**config.mk**
```make
export PLATFORM = sky130hd
export DESIGN_NAME = start_ctrl
export DESIGN_NICKNAME = d
export VERILOG_FILES = /design/src/rtl/start_ctrl_pkg.sv /design/src/rtl/btn_debounce.sv /design/src/rtl/start_ctrl.sv
export SDC_FILE = /design/constraint.sdc
export NUM_CORES = 1
export LEC_CHECK = 0
export ABC_AREA = 1
export BUFFER_PORTS_ARGS = -buffer_cell sky130_fd_sc_hd__buf_2
export CAP_MARGIN = 10
export CORE_MARGIN = 5
export CORE_UTILIZATION = 50
export CTS_BUF_LIST = sky130_fd_sc_hd__clkbuf_8
export DETAILED_ROUTE_END_ITERATION = 10
export PLACE_DENSITY = 0.74
export SLEW_MARGIN = 20
export SYNTH_ARGS = -nofsm -noshare
export SYNTH_HDL_FRONTEND = slang
export SYNTH_SLANG_ARGS = --single-unit
```
**constraint.sdc**
```tcl
create_clock -name clk -period 2.6 [get_ports clk]
set_input_delay 0.52 -clock clk [delete_from_list [all_inputs] [get_ports clk]]
set_output_delay 0.52 -clock clk [all_outputs]
set_load 0.01 [all_outputs]
```
**src/rtl/start_ctrl_pkg.sv**
```systemverilog
// Shared types and default tuning constants for the start controller.
package start_ctrl_pkg;

   typedef enum logic [1:0] {
      IDLE    = 2'd0,
      RUN     = 2'd1,
      HOLDOFF = 2'd2
   } state_e;

   localparam int DEF_DEBOUNCE_CYCLES = 4;
   localparam int DEF_HOLDOFF_CYCLES  = 8;
   localparam int DEF_TIMEOUT_CYCLES  = 64;

endpackage

```
**src/rtl/btn_debounce.sv**
```systemverilog
// Push-button front end: 2-flop synchronizer, counting debouncer and a
// rising-edge pulse on the debounced level.
module btn_debounce
   import start_ctrl_pkg::*;
#(
   parameter int DEBOUNCE_CYCLES = DEF_DEBOUNCE_CYCLES
) (
   input  logic clk,
   input  logic rst,
   input  logic btn_in,
   output logic db,
   output logic trig
);

   localparam logic [7:0] DCNT_MAX = 8'(DEBOUNCE_CYCLES - 1);

   logic       s1_q, s1_d;
   logic       s2_q, s2_d;
   logic       db_q, db_d;
   logic       db_dly_q, db_dly_d;
   logic [7:0] dcnt_q, dcnt_d;

   always_comb begin
      s1_d     = btn_in;
      s2_d     = s1_q;
      db_d     = db_q;
      db_dly_d = db_q;
      dcnt_d   = 8'd0;
      // Level change is taken only after DEBOUNCE_CYCLES consecutive disagreeing samples.
      if (s2_q != db_q) begin
         if (dcnt_q == DCNT_MAX) begin
            db_d = s2_q;
         end else begin
            dcnt_d = dcnt_q + 8'd1;
         end
      end
   end

   always_ff @(posedge clk) begin
      if (rst) begin
         s1_q     <= 1'b0;
         s2_q     <= 1'b0;
         db_q     <= 1'b0;
         db_dly_q <= 1'b0;
         dcnt_q   <= 8'd0;
      end else begin
         s1_q     <= s1_d;
         s2_q     <= s2_d;
         db_q     <= db_d;
         db_dly_q <= db_dly_d;
         dcnt_q   <= dcnt_d;
      end
   end

   assign db   = db_q;
   assign trig = db_q & ~db_dly_q;

endmodule

```
**src/rtl/start_ctrl.sv**
```systemverilog
// Turns a debounced button press into a start request with done/timeout
// handling, a forced holdoff gap and a saturating trigger counter.
module start_ctrl
   import start_ctrl_pkg::*;
#(
   parameter int DEBOUNCE_CYCLES = DEF_DEBOUNCE_CYCLES,
   parameter int HOLDOFF_CYCLES  = DEF_HOLDOFF_CYCLES,
   parameter int TIMEOUT_CYCLES  = DEF_TIMEOUT_CYCLES
) (
   input  logic       clk,
   input  logic       rst,
   input  logic       btn_in,
   input  logic       done,
   output logic       start,
   output logic       busy,
   output logic       timeout_err,
   output logic [7:0] trig_count
);

   localparam logic [15:0] TCNT_MAX = 16'(TIMEOUT_CYCLES - 1);
   localparam logic [7:0]  HCNT_MAX = 8'(HOLDOFF_CYCLES - 1);

   logic db_unused;
   logic trig;

   btn_debounce #(
      .DEBOUNCE_CYCLES(DEBOUNCE_CYCLES)
   ) u_btn_debounce (
      .clk   (clk),
      .rst   (rst),
      .btn_in(btn_in),
      .db    (db_unused),
      .trig  (trig)
   );

   state_e      state_q, state_d;
   logic [15:0] tcnt_q, tcnt_d;
   logic [7:0]  hcnt_q, hcnt_d;
   logic        err_q, err_d;
   logic [7:0]  cnt_q, cnt_d;

   always_comb begin
      state_d = state_q;
      tcnt_d  = tcnt_q;
      hcnt_d  = hcnt_q;
      err_d   = err_q;
      cnt_d   = cnt_q;
      case (state_q)
         IDLE: begin
            if (trig) begin
               state_d = RUN;
               tcnt_d  = 16'd0;
               err_d   = 1'b0;
               if (cnt_q != 8'hFF) cnt_d = cnt_q + 8'd1;
            end
         end
         RUN: begin
            tcnt_d = tcnt_q + 16'd1;
            // done has priority over a coincident timeout.
            if (done) begin
               state_d = HOLDOFF;
               hcnt_d  = 8'd0;
            end else if (tcnt_q == TCNT_MAX) begin
               state_d = HOLDOFF;
               hcnt_d  = 8'd0;
               err_d   = 1'b1;
            end
         end
         HOLDOFF: begin
            hcnt_d = hcnt_q + 8'd1;
            if (hcnt_q == HCNT_MAX) state_d = IDLE;
         end
         default: state_d = IDLE;
      endcase
   end

   always_ff @(posedge clk) begin
      if (rst) begin
         state_q <= IDLE;
         tcnt_q  <= 16'd0;
         hcnt_q  <= 8'd0;
         err_q   <= 1'b0;
         cnt_q   <= 8'd0;
      end else begin
         state_q <= state_d;
         tcnt_q  <= tcnt_d;
         hcnt_q  <= hcnt_d;
         err_q   <= err_d;
         cnt_q   <= cnt_d;
      end
   end

   // Outputs decode registered state only.
   assign start       = (state_q == RUN);
   assign busy        = (state_q != IDLE);
   assign timeout_err = err_q;
   assign trig_count  = cnt_q;

endmodule

```
==> results of run 1 <==
## kinds of logic after synthesis
kind of cell               after synthesis  share of synthesized area
adders and majority gates                8                     0.0406
xor gates and xnor gates                 5                     0.0178
and+or+nand+nor                        198                      0.379
AOI/OAI and AO/OA                       44                     0.0923
buffers and inverters                   54                     0.0888
DFF                                     47                      0.382
## report_power, final
| group | internal (uW) | total (uW) | switching, uW | leakage, uW |
|---|---|---|---|---|
| Combinational | 131 | 386 | 255 | 0.000727 |
| Clock | 184 | 428 | 244 | 0.0000440 |
| Sequential | 756 | 784 | 28.1 | 0.000380 |
## synth_stat cells
library cell | number | area share
nor2_2 | 5 | 0.013
clkinv_2 | 1 | 0.0020
nand2_1 | 75 | 0.11
nor2_4 | 1 | 0.0046
nor2_1 | 61 | 0.093
nand4_1 | 4 | 0.010
nand3_1 | 23 | 0.047
o21ai_1 | 2 | 0.0041
and3_1 | 2 | 0.0051
nand3_2 | 5 | 0.020
or2_2 | 1 | 0.0025
a21oi_2 | 1 | 0.0036
nand4_2 | 2 | 0.010
clkbuf_8 | 1 | 0.0056
buf_4 | 1 | 0.0030
buf_2 | 1 | 0.0020
inv_1 | 46 | 0.070
xor2_1 | 4 | 0.014
a21oi_1 | 29 | 0.059
nand2_4 | 5 | 0.023
xnor2_1 | 1 | 0.0036
nor3b_2 | 1 | 0.0051
ha_1 | 8 | 0.041
dfxtp_1 | 47 | 0.38
nor3b_1 | 1 | 0.0030
nor3_1 | 5 | 0.010
inv_2 | 3 | 0.0046
o21ai_0 | 10 | 0.020
o21bai_1 | 1 | 0.0030
a31oi_1 | 1 | 0.0025
nand3b_1 | 2 | 0.0061
nand2_2 | 5 | 0.013
clkbuf_1 | 1 | 0.0015
## path summary, 6_finish.rpt
kind                                           from                  end  slack [ns]
worst max-delay path                     state_q[0]                 busy        0.85
worst min-delay path            u_btn_debounce.s1_q  u_btn_debounce.s2_q        0.41
worst max register to register           state_q[0]            tcnt_q[2]        0.89
worst min register to register  u_btn_debounce.s1_q  u_btn_debounce.s2_q        0.41
## worst max-delay path: cells and delay by family, from the launching register on
kind	cells	cell delay [ns]
adder cells (fa/ha/maj)	1	0.23
buffers and inverters	3	0.35
flip-flops	1	0.35
## metal layers
| metal | up-vias | routed length [um] |
|---|---|---|
| met2 | 33 | 2110 |
| li1 | 1160 | - |
| met5 | - | 0 |
| met1 | 937 | 2190 |
| met4 | 0 | 72 |
| met3 | 7 | 197 |
## layout make-up
| type | count | share of cell area |
|---|---|---|
| inverters | 50 | 0.0707 |
| multi-input cells | 255 | 0.489 |
| flip-flops and latches | 47 | 0.352 |
| repair buffers | 14 | 0.0262 |
| clock inverters | 2 | 0.00515 |
| clock buffers | 5 | 0.0257 |
| well taps | 67 | 0.0314 |
## registers in the layout, summed over array words and instances (netlist names)
name and count:
state_q 2, tcnt_q 16, hcnt_q 8, trig_count 8, u_btn_debounce.db 1, u_btn_debounce.s2_q 1
u_btn_debounce.s1_q 1, timeout_err 1, u_btn_debounce.db_dly_q 1, u_btn_debounce.dcnt_q 8
## metrics by stage
step,hold slack (ns),cells,power (uW)
detailed placement,0.399,433,1190
global route,0.452,440,1700
finish,0.412,440,1600
floorplan,0.388,356,1110
global placement,0.390,433,1180
CTS,0.413,440,1620
==> out/summary.txt, run 1 <==
Setup slack after layout = 0.853 ns
Most used cell along the critical path = inv_1
R2r worst-path depth = 7
Post-route setup TNS = 0 ns
Clock Root Buffer = clkbuf_8
GRT busiest layer = met2
Cell Area, Placed = 2590 um^2
Hold Buf Count CTS = 0
Clk slew on worst S/H paths = 0.08 ns
Detailed Place HPWL = 3410 um
# diodes = 0
Unique masters post-synth = 33
Detailed-route wire length = 4560 um
Post-CTS Resized = 0
CTS Sinks = 47
Net count after synthesis = 368
Power Dens Cells = 598 nW/um^2
Die Area = 6440 um^2
Clock latency on the worst-skew pair = 0.30 ns
Synth Warn # = 0
Area grow syn2layout = 8.37%
Lkg Pwr = 0.00115 uW
Core area = 4750 um^2
Place WS = 0.890 ns
Setup crit start kind = flop
Final hold vios = 0
Die X = 80.2 um
Number of global-route vias before repair = 1998
Slew @ Worst Pin = 0.556 ns
RSZ-0062 raised after global routing = no
Max VDD drop = 0.342 mV
Critical Path AT = 1.23 ns
Cell depth of the worst min-delay path = 2
Longest Clk Path Bufs = 2
Initial Utilization = 0.519
Num CTS Buffers = 5
Mapped Area = 2470 um^2
Final Net Count = 385
Crit path max fanout = 4
Most frequent cells in the layout = nand2_1, nor2_1, dfxtp_1
Slowest stage delay, CP = 0.35 ns
Crit end category = output pin
First-pass GRT wire length = 8400 um
Total track usage = 0.163
Starting DRC count in detailed routing = 121
# Post-CTS Setup Buffers = 0
Clk_skew = 0.0115 ns
Met1 Use GR = 0.206
Rel. slew slack = 0.629
Grt ovf = 0
Max-cap violations = 0
Met3 usage = 0.0359
Input/output buffers = 14
Syn Inst Count = 356
Fin crit period = 1.75 ns
# IOs = 15
Pin count of the biggest net entering global routing = 15
Status = finished, final reports clean
Drt pass-1 iters = 4
CP Cell Sequence = inv_1, ha_1, inv_1, buf_2
FF+latch area = 941 um^2
Post-synthesis sequential element count = 47
GR Util met2 = 0.270
Residual DRC = 0
Util after Layout = 0.562
Final setup fails = 0
Register area share after synthesis = 0.382
Fillers = 500
Vias per std cell = 4.86
Initial antenna violation count = 0
Multi-input gate area in the final layout = 1310 um^2
Layout cells sized above 1 = 0.137
Post-route design area = 2670 um^2
Floorplan row count = 25
Wire per inst = 10.4 um
CTS tree = done
Period utilization = 0.672
Most common cell after layout, fill and taps aside = nand2_1
H-tree depth reported by CTS = 2
Max Slew Vio Count = 0
Antenna-violating nets left = 0
Fmax = 572 MHz
Critical Path RT = 2.08 ns
Avg Cell Area, Syn = 6.93 um^2
Crit-path slowest cell = dfxtp_1
Crit Path Class = flop to output pin
Routability cong. = 0.791
Min-Delay Path Class = flop to flop
Vias = 2137
Vert. Die Dim = 80.2 um
No activity file was read; power rests on OpenSTA's default activity.
==> run 2: changes to the inputs <==
==> constraint.sdc (replaced) <==
create_clock -name clk -period 1.8 [get_ports clk]
set_input_delay 0.36 -clock clk [delete_from_list [all_inputs] [get_ports clk]]
set_output_delay 0.36 -clock clk [all_outputs]
set_load 0.01 [all_outputs]
==> out/summary.txt, run 2 (synthesis results as in run 1) <==
Status = finished, final reports clean
Final Net Count = 387
Largest reg by FF count = tcnt_q
Cell Area, Placed = 2610 um^2
Number of global-route vias before repair = 1961
Max VDD drop = 0.479 mV
Vias = 2082
Max Slew Vio Count = 0
Most common cell after layout, fill and taps aside = nand2_1
Power Dens Cells = 913 nW/um^2
Hold Buf Count CTS = 0
Crit Path Class = flop to output pin
Fmax = 642 MHz
Most frequent cells in the layout = nand2_1, nor2_1, dfxtp_1
RSZ-0062 raised after global routing = no
Area grow syn2layout = 10.4%
Die Area = 6440 um^2
Min-Delay Path Class = primary input to flop
Clock Root Buffer = clkbuf_8
Routability cong. = 0.815
# Post-CTS Setup Buffers = 0
Antenna-violating nets left = 0
Initial Utilization = 0.519
Initial antenna violation count = 0
Total track usage = 0.159
Starting DRC count in detailed routing = 139
Post-CTS Resized = 0
Critical Path AT = 1.20 ns
Grt ovf = 0
Post-route design area = 2720 um^2
# diodes = 0
First-pass GRT wire length = 8140 um
Layout cells sized above 1 = 0.144
Vias per std cell = 4.70
Max-cap violations = 0
Final setup fails = 0
CTS tree = done
Crit path max fanout = 4
Drt pass-1 iters = 4
Setup slack after layout = 0.243 ns
Pin count of the biggest net entering global routing = 17
Floorplan row count = 25
Num CTS Buffers = 5
Max reg flops = 16
Final hold vios = 0
Post-route setup TNS = 0 ns
Place WS = 0.262 ns
Input/output buffers = 14
Vert. Die Dim = 80.2 um
Clk_skew = 0.00704 ns
Residual DRC = 0
CTS Sinks = 47
Clk slew on worst S/H paths = 0.09 ns
Fin crit period = 1.56 ns
Longest Clk Path Bufs = 2
H-tree depth reported by CTS = 2
Crit end category = output pin
Slew @ Worst Pin = 0.285 ns
Lkg Pwr = 0.00118 uW
# IOs = 15
Clock latency on the worst-skew pair = 0.30 ns
Core area = 4750 um^2
Rel. slew slack = 0.810
Setup crit start kind = flop
Wire per inst = 10.2 um
Die X = 80.2 um
Period utilization = 0.865
Detailed Place HPWL = 3430 um
Detailed-route wire length = 4510 um
Critical Path RT = 1.44 ns
Fillers = 469
-- run 2: cell types whose count changed in the layout (fill, tap and decap cells not counted), sizes merged --
cell / change
buf: +2
bufinv: +1
clkinv: -1
inv: +1
-- run 2: path summary, 6_finish.rpt --
path	depth (start not counted)	endpoint	slack, ns	start
min	3	u_btn_debounce.s1_q	0.26	btn_in
min reg2reg	2	u_btn_debounce.s2_q	0.41	u_btn_debounce.s1_q
max	4	busy	0.24	state_q[0]
max reg2reg	10	tcnt_q[15]	0.26	state_q[0]
-- run 2: per-layer routing --
metal | track usage | routed length, um | vias up
met5 | 0 | 0 | -
met1 | 0.194 | 2270 | 893
met4 | 0.0659 | 78 | 0
li1 | - | - | 1162
met3 | 0.0404 | 134 | 6
met2 | 0.266 | 2020 | 21
-- run 2: power breakdown --
group / leakage (uW) / total, uW / internal (uW) / switching, uW
Sequential: 0.000380 / 1130 / 1090 / 39.9
Clock: 0.0000587 / 791 / 421 / 370
Combinational: 0.000736 / 562 / 194 / 368
-- run 2: area by class of cell --
class / count / area (um^2) / area share
timing repair buffer: 16 / 85.1 / 0.0313
tap: 67 / 83.8 / 0.0308
clock buffer: 5 / 68.8 / 0.0253
multi-input combinational: 255 / 1310 / 0.480
inverter: 50 / 189 / 0.0694
clock inverter: 3 / 47.5 / 0.0175
sequential: 47 / 941 / 0.346
-- run 2: critical path, cell delays in order, from the launching register on --
cell and delay (ns):
dfxtp_1 0.34, inv_1 0.09, ha_1 0.23, inv_1 0.10
buf_2 0.14
-- run 2: stage by stage --
| step | hold slack, ns | util | total power (uW) | std cells |
|---|---|---|---|---|
| final | 0.256 | 0.572 | 2490 | 443 |
| after global routing | 0.272 | 0.572 | 2650 | 443 |
| after CTS | 0.243 | 0.572 | 2520 | 443 |
| after detailed placement | 0.394 | 0.548 | 1720 | 435 |
| after global placement | 0.391 | 0.548 | 1700 | 435 |
| after floorplan | 0.388 | - | 1600 | 356 |
==> run 3: changes to the inputs <==
--- a/config.mk
+++ b/config.mk
@@ -8,6 +8,7 @@
 export ABC_AREA = 1
 export BUFFER_PORTS_ARGS = -buffer_cell sky130_fd_sc_hd__buf_2
 export CAP_MARGIN = 10
+export CORE_ASPECT_RATIO = 0.75
 export CORE_MARGIN = 5
 export CORE_UTILIZATION = 50
 export CTS_BUF_LIST = sky130_fd_sc_hd__clkbuf_8
==> out/summary.txt, run 3 (synthesis results as in run 1) <==
R2R setup slack = 0.23 ns
Max Slew Vio Count = 0
Lkg Pwr = 0.00117 uW
Drt pass-1 iters = 5
Setup crit start kind = flop
Pin count of the biggest net entering global routing = 15
Status = finished, final reports clean
Clk pwr share = 0.263
Sequential share of power = 0.489
Post-route setup TNS = 0 ns
Clock Root Buffer = clkbuf_8
Reg-to-reg endpoint = tcnt_q[11]
GR Util met2 = 0.233
FF+latch area = 941 um^2
Largest reg by FF count = tcnt_q
Crit end category = flop
Rel. slew slack = 0.776
Clock latency on the worst-skew pair = 0.30 ns
Initial Utilization = 0.509
Clk slew on worst S/H paths = 0.09 ns
Reg-to-reg startpoint = state_q[0]
Met3 usage = 0.0414
Vert. Die Dim = 70.8 um
Vias per std cell = 4.94
Sw frac = 0.332
Die X = 91.1 um
Total track usage = 0.152
Fillers = 465
Core area = 4840 um^2
Initial antenna violation count = 0
Vias = 2155
Util after Layout = 0.553
Die Area = 6450 um^2
Most used cell along the critical path = nand2_1
Hold Buf Count CTS = 0
Critical Path Source = state_q[0]
Power Dens Cells = 866 nW/um^2
Clk_skew = 0.00668 ns
Final setup fails = 0
Post-CTS Resized = 0
Worst path bufs/invs = 2
Longest Clk Path Bufs = 2
Final Net Count = 387
Period utilization = 0.871
Wire per inst = 10.8 um
Final hold vios = 0
Num CTS Buffers = 5
Detailed Place HPWL = 3540 um
CTS tree = done
Routability cong. = 0.841
Residual DRC = 0
Detailed-route wire length = 4720 um
Area grow syn2layout = 8.57%
Critical Path RT = 2.00 ns
Max reg flops = 16
Total power = 2320 uW
Cell depth of the worst min-delay path = 3
CP Cell Sequence = inv_1, ha_1, inv_1, nand2_1, nand2_4, nand4_2, nor2_1, nand2_1, nand2_1, nor2_1
R2r worst-path depth = 10
# diodes = 0
Input/output buffers = 14
Hold wc startpoint = btn_in
Fmax = 638 MHz
Crit path max fanout = 9
Most frequent cells in the layout = nand2_1, nor2_1, inv_1
Crit Path Class = flop to flop
Slew @ Worst Pin = 0.336 ns
CTS Sinks = 47
Most common cell after layout, fill and taps aside = nand2_1
Internal power = 1550 uW
Met1 Use GR = 0.211
H-tree depth reported by CTS = 2
Number of global-route vias before repair = 1949
CP delay by family, top = simple AND/OR/NAND/NOR gates
Setup slack after layout = 0.232 ns
RSZ-0062 raised after global routing = no
First-pass GRT wire length = 8230 um
Place WS = 0.237 ns
# IOs = 15
Crit-path slowest cell = dfxtp_1
Min-Delay Path Class = primary input to flop
Layout cells sized above 1 = 0.138
Fin crit period = 1.57 ns
Antenna-violating nets left = 0
Gate power share = 0.248
Max-cap violations = 0
Critical Path AT = 1.77 ns
Slowest stage delay, CP = 0.34 ns
Starting DRC count in detailed routing = 117
Floorplan row count = 22
Multi-input gate area in the final layout = 1310 um^2
Switching pwr = 770 uW
# Post-CTS Setup Buffers = 0
GRT busiest layer = met2
Max VDD drop = 0.426 mV
Hold EP = u_btn_debounce.s1_q
Grt ovf = 0
[run 3: cell types whose count changed in the layout (fill, tap and decap cells not counted)]
cell	before	now
inv_1	46	48
bufinv_16	1	0
clkinv_2	1	2
clkinv_4	1	0
inv_6	1	0
[run 3: area by class of cell]
| type | count | area share |
|---|---|---|
| Tap cell | 60 | 0.0280 |
| Multi-Input combinational cell | 255 | 0.488 |
| Timing Repair Buffer | 16 | 0.0318 |
| Clock buffer | 5 | 0.0257 |
| Inverter | 50 | 0.0706 |
| Sequential cell | 47 | 0.351 |
| Clock inverter | 3 | 0.00467 |
[run 3: how the worst max path moves through the flow]
stage,cells after the start,to,slack (ns)
finish,10,tcnt_q[11],0.23
global route,10,tcnt_q[11],0.05
CTS,4,busy,0.22
detailed placement,10,tcnt_q[11],0.24
global placement,10,tcnt_q[11],0.32
floorplan,10,tcnt_q[15],0.35
[run 3: power groups by stage]
| stage | clock network, uW | logic [uW] | registers [uW] |
|---|---|---|---|
| CTS | 630 | 575 | 1130 |
| global route | 673 | 655 | 1140 |
| global placement | 0 | 550 | 1150 |
| floorplan | 0 | 450 | 1150 |
| finish | 609 | 576 | 1130 |
| detailed placement | 0 | 570 | 1160 |
[run 3: worst register-to-register path, delay by kind of cell, from the launching register on]
family | cells | cell delay (ns)
adder cells (fa/ha/maj) | 1 | 0.23
buffers and inverters | 2 | 0.19
flip-flops | 1 | 0.34
AND/OR/NAND/NOR | 7 | 0.73
[run 3: routing by layer]
metal,part of all wire,up-vias
met1,0.54,962
met5,0,-
met4,0.0095,0
met3,0.034,5
li1,-,1162
met2,0.42,26
[run 3: through the flow]
step	area, um^2	instances	hold WS (ns)
after global routing	2680	436	0.251
after CTS	2680	436	0.250
after global placement	2600	428	0.391
after floorplan	2470	356	0.388
final	2680	436	0.261
after detailed placement	2600	428	0.398
